===== src/rtl/usbt_parse_pkg.sv =====
// rtl/usbt_parse_pkg.sv - shared entry layout and sizing helpers for the parse output buffer
package usbt_parse_pkg;

    // Entry layout, LSB first: data, endp, entry_type, d_width[1:0], error, eop
    localparam int D_WIDTH_W = 2;

    function automatic int clog2(input int value);
        int r;
        r = 0;
        while ((1 << r) < value) begin
            r = r + 1;
        end
        return r;
    endfunction

    function automatic int entry_width(input int cod_endp_width, input int data_width);
        return 5 + cod_endp_width + data_width;
    endfunction

    function automatic int off_data(input int cod_endp_width, input int data_width);
        return 0 * (cod_endp_width + data_width);
    endfunction

    function automatic int off_endp(input int cod_endp_width, input int data_width);
        return data_width + 0 * cod_endp_width;
    endfunction

    function automatic int off_entry_type(input int cod_endp_width, input int data_width);
        return data_width + cod_endp_width;
    endfunction

    function automatic int off_d_width(input int cod_endp_width, input int data_width);
        return data_width + cod_endp_width + 1;
    endfunction

    function automatic int off_err(input int cod_endp_width, input int data_width);
        return data_width + cod_endp_width + 1 + D_WIDTH_W;
    endfunction

    function automatic int off_eop(input int cod_endp_width, input int data_width);
        return data_width + cod_endp_width + 2 + D_WIDTH_W;
    endfunction

endpackage


===== src/rtl/usbt_parse_chan_fifo.sv =====
// rtl/usbt_parse_chan_fifo.sv - one channel FIFO with hysteresis, packet drop and statistics
module usbt_parse_chan_fifo
    import usbt_parse_pkg::*;
#(
    parameter int AWIDTH         = 4,
    parameter int DATA_WIDTH     = 32,
    parameter int COD_ENDP_WIDTH = 6,
    parameter int CNT_WIDTH      = 8,
    localparam int ENTRY_WIDTH   = entry_width(COD_ENDP_WIDTH, DATA_WIDTH)
) (
    input  logic                   clk,
    input  logic                   reset_n,
    input  logic                   push,
    input  logic [ENTRY_WIDTH-1:0] push_data,
    input  logic                   pop,
    input  logic [AWIDTH:0]        start_wr_again_th,
    input  logic                   max_used_clr,
    input  logic                   overflow_clr,
    input  logic                   cnt_clr,
    output logic                   wr_ready,
    output logic                   empty,
    output logic [ENTRY_WIDTH-1:0] head,
    output logic [AWIDTH:0]        used,
    output logic [AWIDTH:0]        max_used,
    output logic                   overflow,
    output logic [CNT_WIDTH-1:0]   pkt_cnt,
    output logic [CNT_WIDTH-1:0]   drop_cnt
);

    localparam int EOP_BIT = off_eop(COD_ENDP_WIDTH, DATA_WIDTH);
    localparam logic [AWIDTH:0] DEPTH = {1'b1, {AWIDTH{1'b0}}};
    localparam logic [AWIDTH:0] UONE = {{AWIDTH{1'b0}}, 1'b1};
    localparam logic [AWIDTH-1:0] PONE = {{(AWIDTH-1){1'b0}}, 1'b1};
    localparam logic [CNT_WIDTH-1:0] CONE = {{(CNT_WIDTH-1){1'b0}}, 1'b1};

    logic [ENTRY_WIDTH-1:0] mem_q [2**AWIDTH];
    logic [AWIDTH-1:0]      wptr_q, wptr_d, rptr_q, rptr_d;
    logic [AWIDTH:0]        used_q, used_d, max_q, max_d;
    logic                   ready_q, ready_d, drop_q, drop_d, ovf_q, ovf_d;
    logic [CNT_WIDTH-1:0]   pkt_q, pkt_d, drp_q, drp_d;
    logic                   accept, discard;

    // Once a packet has lost an entry, the rest of it is discarded even if space reopens
    assign accept  = push && ready_q && !drop_q;
    assign discard = push && !accept;

    // Next-state for fill level, hysteresis, drop tracking and statistics
    always_comb begin
        wptr_d  = accept ? wptr_q + PONE : wptr_q;
        rptr_d  = pop ? rptr_q + PONE : rptr_q;
        used_d  = used_q;
        if (accept && !pop) begin
            used_d = used_q + UONE;
        end else if (!accept && pop) begin
            used_d = used_q - UONE;
        end
        ready_d = ready_q;
        if (used_d == DEPTH) begin
            ready_d = 1'b0;
        end else if (used_q <= start_wr_again_th && used_q != DEPTH) begin
            ready_d = 1'b1;
        end
        drop_d = discard ? !push_data[EOP_BIT] : drop_q;
        ovf_d  = discard ? 1'b1 : (overflow_clr ? 1'b0 : ovf_q);
        max_d  = max_used_clr ? used_q : ((used_q > max_q) ? used_q : max_q);
        pkt_d  = pkt_q;
        if (cnt_clr) begin
            pkt_d = '0;
        end else if (accept && push_data[EOP_BIT]) begin
            pkt_d = pkt_q + CONE;
        end
        drp_d = drp_q;
        if (cnt_clr) begin
            drp_d = '0;
        end else if (discard && drp_q != '1) begin
            drp_d = drp_q + CONE;
        end
    end

    // Control state register
    always_ff @(posedge clk or negedge reset_n) begin
        if (!reset_n) begin
            wptr_q  <= '0;
            rptr_q  <= '0;
            used_q  <= '0;
            max_q   <= '0;
            ready_q <= 1'b1;
            drop_q  <= 1'b0;
            ovf_q   <= 1'b0;
            pkt_q   <= '0;
            drp_q   <= '0;
        end else begin
            wptr_q  <= wptr_d;
            rptr_q  <= rptr_d;
            used_q  <= used_d;
            max_q   <= max_d;
            ready_q <= ready_d;
            drop_q  <= drop_d;
            ovf_q   <= ovf_d;
            pkt_q   <= pkt_d;
            drp_q   <= drp_d;
        end
    end

    // Entry storage; contents are meaningless while the pointers say empty
    always_ff @(posedge clk) begin
        if (accept) begin
            mem_q[wptr_q] <= push_data;
        end
    end

    assign wr_ready = ready_q;
    assign empty    = (used_q == '0);
    assign head     = mem_q[rptr_q];
    assign used     = used_q;
    assign max_used = max_q;
    assign overflow = ovf_q;
    assign pkt_cnt  = pkt_q;
    assign drop_cnt = drp_q;

endmodule


===== src/rtl/usbt_parse_out_buffer.sv =====
// rtl/usbt_parse_out_buffer.sv - multi-channel parsed-entry buffer with packet-atomic round-robin output
module usbt_parse_out_buffer
    import usbt_parse_pkg::*;
#(
    parameter int NUM_CH         = 4,
    parameter int AWIDTH         = 4,
    parameter int DATA_WIDTH     = 32,
    parameter int COD_ENDP_WIDTH = 6,
    parameter int CNT_WIDTH      = 8,
    localparam int ENTRY_WIDTH   = entry_width(COD_ENDP_WIDTH, DATA_WIDTH),
    localparam int CH_W          = (clog2(NUM_CH) > 1) ? clog2(NUM_CH) : 1
) (
    input  logic                          clk,
    input  logic                          reset_n,
    input  logic                          wr_cmd,
    input  logic [CH_W-1:0]               wr_ch,
    input  logic [ENTRY_WIDTH-1:0]        wr_data,
    output logic [NUM_CH-1:0]             wr_ready,
    input  logic [AWIDTH:0]               start_wr_again_th,
    output logic                          rd_valid,
    input  logic                          rd_ready,
    output logic [ENTRY_WIDTH-1:0]        rd_data,
    output logic [CH_W-1:0]               rd_ch,
    output logic [NUM_CH*(AWIDTH+1)-1:0]  used,
    output logic [NUM_CH*(AWIDTH+1)-1:0]  max_used,
    input  logic [NUM_CH-1:0]             max_used_clr,
    output logic [NUM_CH-1:0]             overflow,
    input  logic [NUM_CH-1:0]             overflow_clr,
    output logic [NUM_CH*CNT_WIDTH-1:0]   pkt_cnt,
    output logic [NUM_CH*CNT_WIDTH-1:0]   drop_cnt,
    input  logic                          cnt_clr
);

    localparam int EOP_BIT = off_eop(COD_ENDP_WIDTH, DATA_WIDTH);

    logic [NUM_CH-1:0]      fifo_empty, pop_vec;
    logic [ENTRY_WIDTH-1:0] head [NUM_CH];

    for (genvar c = 0; c < NUM_CH; c++) begin : g_ch
        usbt_parse_chan_fifo #(
            .AWIDTH(AWIDTH), .DATA_WIDTH(DATA_WIDTH),
            .COD_ENDP_WIDTH(COD_ENDP_WIDTH), .CNT_WIDTH(CNT_WIDTH)
        ) u_fifo (
            .clk(clk), .reset_n(reset_n),
            .push(wr_cmd && (wr_ch == CH_W'(c))), .push_data(wr_data),
            .pop(pop_vec[c]), .start_wr_again_th(start_wr_again_th),
            .max_used_clr(max_used_clr[c]), .overflow_clr(overflow_clr[c]), .cnt_clr(cnt_clr),
            .wr_ready(wr_ready[c]), .empty(fifo_empty[c]), .head(head[c]),
            .used(used[c*(AWIDTH+1) +: AWIDTH+1]), .max_used(max_used[c*(AWIDTH+1) +: AWIDTH+1]),
            .overflow(overflow[c]),
            .pkt_cnt(pkt_cnt[c*CNT_WIDTH +: CNT_WIDTH]), .drop_cnt(drop_cnt[c*CNT_WIDTH +: CNT_WIDTH])
        );
    end

    logic                   lock_q, lock_d;
    logic [CH_W-1:0]        gnt_q, gnt_d, rr_q, rr_d, sel, cand;
    logic                   avail, load;
    logic                   rd_valid_q, rd_valid_d;
    logic [ENTRY_WIDTH-1:0] rd_data_q, rd_data_d;
    logic [CH_W-1:0]        rd_ch_q, rd_ch_d;
    int                     k;

    // Arbitration and output-register load: a locked channel is served exclusively until its eop leaves
    always_comb begin
        sel        = gnt_q;
        cand       = '0;
        avail      = 1'b0;
        k          = 0;
        lock_d     = lock_q;
        gnt_d      = gnt_q;
        rr_d       = rr_q;
        rd_valid_d = rd_valid_q;
        rd_data_d  = rd_data_q;
        rd_ch_d    = rd_ch_q;
        if (lock_q) begin
            avail = !fifo_empty[gnt_q];
        end else begin
            for (int i = 0; i < NUM_CH; i++) begin
                k = int'(rr_q) + i;
                if (k >= NUM_CH) begin
                    k = k - NUM_CH;
                end
                cand = k[CH_W-1:0];
                if (!avail && !fifo_empty[cand]) begin
                    avail = 1'b1;
                    sel   = cand;
                end
            end
        end
        load    = !rd_valid_q || rd_ready;
        pop_vec = '0;
        pop_vec[sel] = load && avail;
        if (load) begin
            rd_valid_d = avail;
            if (avail) begin
                rd_data_d = head[sel];
                rd_ch_d   = sel;
                if (head[sel][EOP_BIT]) begin
                    lock_d = 1'b0;
                    rr_d   = (sel == CH_W'(NUM_CH - 1)) ? '0 : sel + CH_W'(1);
                end else begin
                    lock_d = 1'b1;
                    gnt_d  = sel;
                end
            end
        end
    end

    // Arbiter state and output register
    always_ff @(posedge clk or negedge reset_n) begin
        if (!reset_n) begin
            lock_q     <= 1'b0;
            gnt_q      <= '0;
            rr_q       <= '0;
            rd_valid_q <= 1'b0;
            rd_data_q  <= '0;
            rd_ch_q    <= '0;
        end else begin
            lock_q     <= lock_d;
            gnt_q      <= gnt_d;
            rr_q       <= rr_d;
            rd_valid_q <= rd_valid_d;
            rd_data_q  <= rd_data_d;
            rd_ch_q    <= rd_ch_d;
        end
    end

    assign rd_valid = rd_valid_q;
    assign rd_data  = rd_data_q;
    assign rd_ch    = rd_ch_q;

endmodule


===== config.mk =====
export PLATFORM = sky130hd
export DESIGN_NAME = usbt_parse_out_buffer
export DESIGN_NICKNAME = d
export VERILOG_FILES = /design/src/rtl/usbt_parse_pkg.sv /design/src/rtl/usbt_parse_chan_fifo.sv /design/src/rtl/usbt_parse_out_buffer.sv
export SDC_FILE = /design/constraint.sdc
export NUM_CORES = 2
export LEC_CHECK = 0
export BUFFER_PORTS_ARGS = -buffer_cell sky130_fd_sc_hd__buf_2
export CAP_MARGIN = 20
export CORE_ASPECT_RATIO = 2
export CORE_MARGIN = 10
export CORE_UTILIZATION = 62
export CTS_CLUSTER_SIZE = 10
export DETAILED_ROUTE_END_ITERATION = 16
export GPL_TIMING_DRIVEN = 0
export HOLD_SLACK_MARGIN = 0.03
export PLACE_DENSITY_LB_ADDON = 0.15
export SETUP_SLACK_MARGIN = 0.05
export SLEW_MARGIN = 20
export SYNTH_ARGS = -nofsm -noshare
export SYNTH_HDL_FRONTEND = slang
export SYNTH_SLANG_ARGS = --single-unit

===== constraint.sdc =====
create_clock -name clk -period 7.2 [get_ports clk]
set_input_delay 0.36 -clock clk [delete_from_list [all_inputs] [get_ports clk]]
set_output_delay 0.36 -clock clk [all_outputs]
set_load 0.01 [all_outputs]

==> summary.md <==
| Metric | Value |
|---|---|
| Gates resized, CTS repair | 0 |
| Post-layout min period | 6.27 ns |
| Die height | 632 um |
| Max IR drop VDD | 0.000221 V |
| Area after DPL | 0.123 sq mm |
| Via/cell ratio | 6.80 |
| Layout cells sized above 1 | 21.3% |
| Post-DP HPWL | 219,000 um |
| Multi-input gate area | 0.0272 sq mm |
| Post-layout util | 71.1% |
| Post-synth top area cell | edfxtp_1 |
| Post-Syn Nets | 6,231 |
| Sequential Area | 0.0876 sq mm |
| Starting density of the core | 62.4% |
| Comb power frac | 33.7% |
| WHS | 0.0345 ns |
| GPL Wtd Cong | 0.891 |
| Core box area | 0.186 sq mm |
| WP data required | 7.88 ns |
| Fin area | 0.132 sq mm |
| Area share of the largest cell type after synthesis | 71.2% |
| Most common library cells after synthesis | 2,752 x edfxtp_1, 476 x mux4_2, 399 x mux2i_1 |
| First DRT Iteration DRCs | 7,957 |
| Hold Crit Class | in -> async |
| Status | finished clean |
| WP data arrival | 6.96 ns |
| Final Hold Viols | 0 |
| H-tree levels | 5 |
| GRT Overall Usage | 32.2% |
| Nets | 6,944 |
| Post CTS Setup Buffer Count | 0 |
| Static leakage | 0.0440 uW |
| P per Cell Area | 398 mW/mm^2 |
| Max frequency | 159 MHz |
| Clk pwr share | 28.2% |
| Routed len/inst | 35.2 um |
| Relative slew slack | 17.4% |
| Worst-margin pin slew | 1.23 ns |
| Tcrit/Tclk final | 87.1% |
| CTS Buffer Depth | 4 |
| Worst Setup Start Kind | register |
| Cts hold-fix bufs | 21 |
| Post-Route WL | 331,000 um |
| Initial antenna violation count | 20 |
| Critical path peak fanout | 10 |
| Port bufs | 219 |
| ANT nets after route | 0 |
| CTS root buf | clkbuf_16 |
| FILL cells | 11,300 |
| Ys async rst share | 6.74% |
| Post-synthesis cell count | 6,087 |
| Setup-failing EPs final | 0 |
| CTS Buf Count | 337 |
| Routed via count | 64,000 |
| Cell row count | 224 |
| Post-Syn Area | 0.116 sq mm |
| Die area | 0.206 sq mm |
| Pre-CTS WS | 1.13 ns |
| CTS clk-pin slew, worst paths | 0.06 ns |
| Grt ovf | 0 |
| First-pass DRT Iterations | 9 |
| FF-to-FF setup slack | 0.93 ns |
| Setup crit end kind | register |
| Most numerous cell in the Yosys netlist | edfxtp_1 |
| Average cell area after synthesis | 19.1 sq um |
| Max-slew violation count | 0 |
| Sequential group share of total power | 38.1% |
| P_int | 34,200 uW |
| Largest net degree at the start of global routing | 74 |
| Yosys reg bits | 2,951 |
| Synth cell types | 70 |
| Most used DFF post-synth | edfxtp_1 |
| Crit path kind | reg -> reg |
| Final Skew | 0.0312 ns |
| Area growth syn-to-layout | 14.0% |
| Worst-Skew Late Latency | 0.84 ns |
| Switch Pwr | 18,500 uW |
| Switching share of power | 35.2% |
| Vias in the first global route | 66,000 |
| Max Cap Viol | 0 |
| CTS tree | built |
| Io pins | 221 |
| Seq/Total Area, Yosys | 75.5% |
| RSZ-0062 raised after global routing | no |
| Number of synthesized flops with an enable pin | 2,752 |
| Synth warn | 0 |
| First-pass GRT wire length | 472,000 um |
| Worst setup margin | 0.929 ns |
| Die X | 326 um |
| DRC violations left | 0 |
| Num Clock Sinks | 2,951 |
| Area contributors post-synth | edfxtp_1 71%, mux4_2 9.2%, dfrtp_1 4.2% |
| Setup TNS | 0 ns |
sequential cells by signal, indices dropped and copies added (netlist names):
| signal | cells |
|---|---|
| g_ch.u_fifo.drop_q | 4 |
| g_ch.u_fifo.rptr_q | 16 |
| g_ch.u_fifo.max_used | 20 |
| g_ch.u_fifo.overflow | 4 |
| rd_valid | 1 |
| g_ch.u_fifo.wr_ready | 4 |
| g_ch.u_fifo.drop_cnt | 32 |
| g_ch.u_fifo.pkt_cnt | 32 |
| lock_q | 1 |
| rr_q | 2 |
| rd_ch | 2 |
| g_ch.u_fifo.mem_q | 2752 |
| rd_data | 43 |
| g_ch.u_fifo.wptr_q | 16 |
| gnt_q | 2 |
| g_ch.u_fifo.used | 20 |
per-layer routing:
| layer | vias to the layer above | wire length, um | GRT usage (%) |
|---|---|---|---|
| li1 | 26100 | - | - |
| met1 | 33100 | 106000 | 36.6 |
| met2 | 3798 | 171000 | 55.5 |
| met3 | 940 | 29000 | 6.12 |
| met4 | 10 | 25500 | 20.8 |
| met5 | - | 69 | 0 |
cell type report:
cell class	count	share of cell area, %
repair buffers	374	2.80
plain buffers	338	1.03
clock inverters	8	0.0492
inverters	56	0.159
diodes	12	0.0227
clock buffers	448	6.81
well taps	2486	2.35
multi-input cells	2742	20.6
flip-flops and latches	2951	66.2
critical path, stage by stage, from the launching register on:
cell and delay (ns):
dfrtp_1 0.43, inv_1 0.26, ha_1 0.26, nor4b_2 0.59, a21oi_1 0.13, o22ai_1 0.19, o211a_1 0.56, clkbuf_2 0.59
clkbuf_1 0.83, nand3_1 0.44, o21ai_0 0.59, nor2_1 0.26, a31oi_1 0.78, o21ai_0 0.16
worst paths after layout:
path / start / endpoint / depth (start not counted)
max reg2reg: g_ch[3].u_fifo.used[0]$_DFF_PN0_ / rd_data[4]$_DFFE_PN0P_ / 13
min: reset_n / g_ch[0].u_fifo.wptr_q[3]$_DFFE_PN0P_ / 2
max: g_ch[3].u_fifo.used[0]$_DFF_PN0_ / rd_data[4]$_DFFE_PN0P_ / 13
max in group asynchronous: reset_n / g_ch[1].u_fifo.wr_ready$_DFFE_PN1P_ / 4
min in group clk: wr_data[19] / g_ch[3].u_fifo.mem_q[6][19]$_DFFE_PP_ / 1
min reg2reg: rd_data[41]$_DFFE_PN0P_ / rd_data[41]$_DFFE_PN0P_ / 2
layout by cell type, fill, tap and decap left out, types with 31 or more instances in the layout:
master / instances
ha_1: 81
mux2i_1: 399
a31oi_1: 54
buf_12: 48
buf_1: 58
mux4_2: 476
mux2_2: 147
clkbuf_16: 345
buf_4: 92
xor2_1: 41
nand2_1: 134
buf_2: 189
buf_16: 31
edfxtp_1: 2752
xnor2_1: 45
a221oi_1: 130
a22oi_1: 129
clkbuf_1: 332
and2_4: 32
a21oi_1: 162
o21ai_0: 359
inv_1: 56
nor2_1: 136
dfrtp_1: 195
nand3_1: 155
logic make-up after synthesis:
kind of cell | after synthesis | synth area share [%]
xor+xnor | 86 | 0.649
compound gates | 910 | 4.85
flops | 2951 | 75.5
mux | 1022 | 14.1
fa+ha+maj | 84 | 0.900
simple gates | 640 | 2.69
buf+inv | 394 | 1.32
stage by stage:
step           power, uW  cells
2_1_floorplan      30000   6087
3_3_place_gp       37100   8792
3_5_place_dp       37600   8923
4_1_cts            52400   9400
5_1_grt            54100   9405
6_report           52700   9415
power groups by stage:
stage / clock (uW) / combinational (uW) / sequential [uW]
floorplan: 0 / 9700 / 20300
finish: 14900 / 17700 / 20100
global placement: 0 / 16700 / 20400
CTS: 15000 / 17400 / 20100
global route: 15600 / 18400 / 20100
detailed placement: 0 / 17200 / 20400
(Power assumes the default switching activity.)
